<file path="src/rtl/thumb_bus_pkg.sv">
// thumb_bus_pkg: state encoding and bus widths shared by the thumb memory arbiter
package thumb_bus_pkg;
   localparam int ADDR_W = 32;
   localparam int DATA_W = 32;
   localparam int STRB_W = 4;
   typedef enum logic {IDLE = 1'b0, BUSY = 1'b1} state_t;
endpackage

</file>
<file path="src/rtl/thumb_rr_pick.sv">
// thumb_rr_pick: 2-way grant selection, round-robin on rr_last or fixed M1 priority
module thumb_rr_pick #(
   parameter bit FIXED = 1'b0
) (
   input  logic req0,
   input  logic req1,
   input  logic rr_last,
   output logic grant
);
   always_comb grant = (req0 & req1) ? (FIXED | ~rr_last) : req1;
endmodule

</file>
<file path="src/rtl/thumb_mem_arbiter.sv">
// thumb_mem_arbiter: shares one memory port between core (M0) and debug/loader (M1)
// masters, releasing a stuck transaction with an error after TIMEOUT wait cycles.
module thumb_mem_arbiter
   import thumb_bus_pkg::*;
#(
   parameter int TIMEOUT       = 255,
   parameter int M1_FIXED_PRIO = 0
) (
   input  logic              clk,
   input  logic              rst_n,
   input  logic              m0_valid,
   input  logic              m0_we,
   input  logic [ADDR_W-1:0] m0_addr,
   input  logic [DATA_W-1:0] m0_wdata,
   input  logic [STRB_W-1:0] m0_wstrb,
   output logic              m0_ready,
   output logic              m0_err,
   output logic [DATA_W-1:0] m0_rdata,
   input  logic              m1_valid,
   input  logic              m1_we,
   input  logic [ADDR_W-1:0] m1_addr,
   input  logic [DATA_W-1:0] m1_wdata,
   input  logic [STRB_W-1:0] m1_wstrb,
   output logic              m1_ready,
   output logic              m1_err,
   output logic [DATA_W-1:0] m1_rdata,
   output logic              s_valid,
   output logic              s_we,
   output logic [ADDR_W-1:0] s_addr,
   output logic [DATA_W-1:0] s_wdata,
   output logic [STRB_W-1:0] s_wstrb,
   input  logic              s_ready,
   input  logic [DATA_W-1:0] s_rdata,
   output logic              busy,
   output logic              owner
);
   localparam int CW = $clog2(TIMEOUT + 1);

   state_t            state, nxt_state;
   logic              nxt_owner, rr_last, nxt_rr, pick, own_valid, tmo, rdy;
   logic [CW-1:0]     cnt, nxt_cnt;
   logic [DATA_W-1:0] rdata;

   thumb_rr_pick #(.FIXED(M1_FIXED_PRIO != 0)) u_pick (
      .req0    (m0_valid),
      .req1    (m1_valid),
      .rr_last (rr_last),
      .grant   (pick)
   );

   // rr_last resets to 1 so M0 wins the first tie
   always_ff @(posedge clk or negedge rst_n) begin
      if (!rst_n) begin
         state   <= IDLE;
         owner   <= 1'b0;
         rr_last <= 1'b1;
         cnt     <= '0;
      end else begin
         state   <= nxt_state;
         owner   <= nxt_owner;
         rr_last <= nxt_rr;
         cnt     <= nxt_cnt;
      end
   end

   always_comb begin
      own_valid = owner ? m1_valid : m0_valid;
      tmo       = (state == BUSY) && own_valid && !s_ready && (cnt == CW'(TIMEOUT));
      nxt_state = state;
      nxt_owner = owner;
      nxt_rr    = rr_last;
      nxt_cnt   = cnt;
      s_valid   = 1'b0;
      s_we      = 1'b0;
      s_addr    = '0;
      s_wdata   = '0;
      s_wstrb   = '0;
      rdy       = 1'b0;
      rdata     = '0;
      if (state == IDLE) begin
         if (m0_valid | m1_valid) begin
            nxt_state = BUSY;
            nxt_owner = pick;
         end
      end else begin
         s_valid = own_valid & ~tmo;
         s_we    = owner ? m1_we    : m0_we;
         s_addr  = owner ? m1_addr  : m0_addr;
         s_wdata = owner ? m1_wdata : m0_wdata;
         s_wstrb = owner ? m1_wstrb : m0_wstrb;
         rdy     = s_ready | tmo;
         rdata   = tmo ? '0 : s_rdata;
         // an abandoned request leaves the round-robin history untouched
         if (!own_valid || s_ready || tmo) begin
            nxt_state = IDLE;
            nxt_cnt   = '0;
            if (own_valid) nxt_rr = owner;
         end else begin
            nxt_cnt = cnt + 1'b1;
         end
      end
      m0_ready = rdy & ~owner;
      m1_ready = rdy & owner;
      m0_err   = tmo & ~owner;
      m1_err   = tmo & owner;
      m0_rdata = owner ? '0 : rdata;
      m1_rdata = owner ? rdata : '0;
   end

   assign busy = (state == BUSY);
endmodule

</file>
<file path="config.mk">
export PLATFORM = sky130hd
export DESIGN_NAME = thumb_mem_arbiter
export DESIGN_NICKNAME = d
export VERILOG_FILES = /design/src/rtl/thumb_bus_pkg.sv /design/src/rtl/thumb_rr_pick.sv /design/src/rtl/thumb_mem_arbiter.sv
export SDC_FILE = /design/constraint.sdc
export NUM_CORES = 1
export LEC_CHECK = 0
export CAP_MARGIN = 30
export CORE_AREA = 2 2 122 124
export DETAILED_ROUTE_END_ITERATION = 8
export DIE_AREA = 0 0 124 126
export GPL_TIMING_DRIVEN = 0
export PLACE_DENSITY = 0.55
export SKIP_CTS_REPAIR_TIMING = 1
export SLEW_MARGIN = 20
export SYNTH_ARGS = -nofsm -noshare
export SYNTH_HDL_FRONTEND = slang
export SYNTH_SLANG_ARGS = --single-unit
</file>
<file path="constraint.sdc">
create_clock -name clk -period 2.4 [get_ports clk]
set_input_delay 0.48 -clock clk [delete_from_list [all_inputs] [get_ports clk]]
set_output_delay 0.48 -clock clk [all_outputs]
set_load 0.02 [all_outputs]
</file>
==> summary.md <==
| Metric | Value |
|---|---|
| EDFF count, synth | `0` |
| Synthesized flop and latch total | `11` |
| Unrepaired setup endpoints after global routing | `true` |
| CP Launch Type | `flip-flop` |
| Setup WS post-layout | `-0.00003131 ns` |
| Num CTS Buffers | `3` |
| Clk root buf | `clkbuf_16` |
| Most common cell after layout, fill and taps aside | `clkdlybuf4s50_1` |
| Dominant cells by area after synthesis | `mux2i_1 (34%), and2_1 (19%), nor2_1 (13%)` |
| Skew-Pair Late Insertion Delay | `0.24 ns` |
| Sw Share | `46.74%` |
| Maximum fanout along the worst path | `10` |
| Drt pass-1 iters | `4` |
| Yosys top cell by area | `mux2i_1` |
| PwrDens | `840.3 mW/mm²` |
| Half-perimeter wire length after placement | `10720 µm` |
| CP Data Arrival Time | `1.92 ns` |
| Slew margin rel. | `between 60% and 70%` |
| Share of cells above drive strength 1 | `21.14%` |
| Cell area after synthesis | `0.002086 mm²` |
| Area grow syn2layout | `194.5%` |
| FMAX | `0.4167 GHz` |
| CP max stage cell | `dfrtp_1` |
| Sequential share of the synthesized area | `13.26%` |
| CTS Buffer Depth | `2` |
| CTS tree | `done` |
| Setup crit end kind | `output pin` |
| Final antenna diode count | `0` |
| H-tree depth | `1` |
| Finished Core Util | `42.92%` |
| Worst-path cell chain | `and4_4 -> and4_4 -> a21oi_4 -> buf_6 -> buf_6 -> and2_1 -> buf_4` |
| GRT overflow | `0` |
| CP required | `between 1.5 and 2 ns` |
| Vias | `~3.4k` |
| Slew Viols, Final | `0` |
| Initial Util | `14.57%` |
| Hold WC Path Type | `primary input to flip-flop` |
| Gp weighted congestion | `0.9142` |
| WL per Instance | `15.96 µm` |
| Ports | `315` |
| Register area | `between 200 and 300 µm²` |
| Synthesized Nets | `473` |
| Antenna Nets Post-Route | `0` |
| IO buf count | `314` |
| DRC errors left | `0` |
| Post-synth top flop | `dfrtp_1` |
| Number of fillers in the final layout | `1477` |
| Leak | `just under 4 nW` |
| Seq pwr share | `5.3%` |
| Vias in the first global route | `roughly 3.4k` |
| WL final | `13050 µm` |
| Max Cap Viol | `0` |
| Setup CP Type | `flip-flop to output pin` |
| Die width | `124 µm` |
| # setup viols final | `1` |
| Hold Path Origin | `m0_valid` |
| Vias/cell | `4.167` |
| NetSw | `2.413 mW` |
| Yosys warnings | `0` |
| TNS Setup | `-0.00003131 ns` |
| First-iteration detailed-routing DRC count | `42` |
| Clock power share | `6.0%` |
| Core ar. | `0.01431 mm²` |
| R2r worst-path depth | `5` |
| Total power | `5.162 mW` |
| Area occupied by multi-input gates | `0.001808 mm²` |
| Cell Int Power | `2.750 mW` |
| Fin. Hold Viols | `0` |
| Critical register-to-register path startpoint | `owner$_DFFE_PN0P_` |
| GRT Util Overall | `14.81%` |
| Post-Syn Area per Cell | `7.023 µm²` |
| Comb pwr share | `88.6%` |
| Nets | `between 800 and 900` |
| Global-route wire length before repair | `18120 µm` |
| Initial antenna violation count | `0` |
| Most frequent cells in the layout | `clkdlybuf4s50_1 (174), dlymetal6s2s_1 (89), nor2_1 (74), mux2i_1 (70), buf_6 (52)` |
| Share of the synthesized area in the top cell type | `34.07%` |
| Fin Hold WS | `approximately 0.54 ns` |
| Status | `finished, violations left` |
| DIE AREA | `0.01562 mm²` |
| Final period utilization | `100.0%` |
| Synth unique cells | `32` |
| Worst slew pin tran | `0.5461 ns` |
| Max Clock Skew | `0.002409 ns` |
| Final min period | `2.400 ns` |
| Die Span Y | `126 µm` |
| Hold path cells | `2` |
| # clock sinks | `11` |
| Max stage delay on crit path | `0.40 ns` |
| Failing checks | `negative setup slack` |
| Largest net degree at the start of global routing | `12` |
| Std-Cell Rows | `44` |
| Worst-path clk slew | `0.04 ns` |
| Asr flop ratio synth | `100.0%` |
| Mapped Cells | `297` |
| Setup crit start | `cnt[3]$_DFFE_PN0P_` |
| Max VDD drop | `roughly 0.32 mV` |
## through the flow
stage	worst slack [ns]	instance area, µm²	cells
floorplan	0.2027	2086	297
global placement	-1.166	5459	795
detailed placement	-1.230	5459	795
CTS	-1.229	5538	799
global route	-0.07690	6143	818
finish	-0.00003131	6143	818
## area by class of cell
type	count	area share, %
multi-input cells	258	29.43
flip-flops and latches	11	4.542
inverters	3	0.1833
well taps	184	3.747
repair buffers	334	57.07
clock buffers	4	1.283
plain buffers	24	3.747
## final timing paths
kind | to | slack, ns
max | m0_rdata[10] | -0.00003
min | owner$_DFFE_PN0P_ | 0.54
max reg2reg | cnt[7]$_DFFE_PN0P_ | 0.52
min reg2reg | cnt[2]$_DFFE_PN0P_ | 0.55
max in group asynchronous | owner$_DFFE_PN0P_ | 1.41
min in group asynchronous | cnt[6]$_DFFE_PN0P_ | 0.60
## cells by family after synthesis
logic type	share of synthesized area (%)
flops	13.26
mux	34.61
buf+inv	5.639
compound gates	6.600
fa+ha+maj	0.5998
simple gates	39.29
## sequential cells by signal, summed over array words and instances, names as in the netlist
| signal | flops |
|---|---|
| owner | 1 |
| busy | 1 |
| cnt | 8 |
| rr_last | 1 |
## power groups by stage
| stage | registers (mW) | clock network, mW | logic (mW) |
|---|---|---|---|
| after floorplan | 0.278 | 0 | 2.21 |
| after CTS | 0.269 | 0.316 | 4.23 |
| after global routing | 0.283 | 0.332 | 4.87 |
| after global placement | 0.269 | 0 | 4.20 |
| final | 0.276 | 0.311 | 4.58 |
| after detailed placement | 0.271 | 0 | 4.22 |
## worst max-delay path: cells and delay by family, from the launching register on
kind,cells,cell delay (ns)
AND/OR/NAND/NOR,3,0.76
flip-flops,1,0.40
AO/OA/AOI/OAI,1,0.09
buffers and inverters,3,0.43
## metal layers
metal  up-vias  part of all wire (%)  track usage, %
met5         -                     0               0
met4         0                   1.2           3.371
met3        11                    11           3.940
met2       191                    53           28.54
met1      1535                    35           15.73
li1       1672                     -               -
## cell usage after synthesis, types with 2 or more instances
master	count
mux2i_1	71
nor3_1	2
a21oi_1	3
nand2_1	8
nand3_1	4
a31oi_1	6
buf_2	10
nand2b_1	2
clkbuf_1	14
nor2_1	74
o21ai_0	4
and2_1	64
and4_1	2
a21oi_2	2
dfrtp_1	10
inv_1	2
or3_1	2
nor4_1	2
and3_1	2
Note: power is estimated with default switching activity, not from simulation.
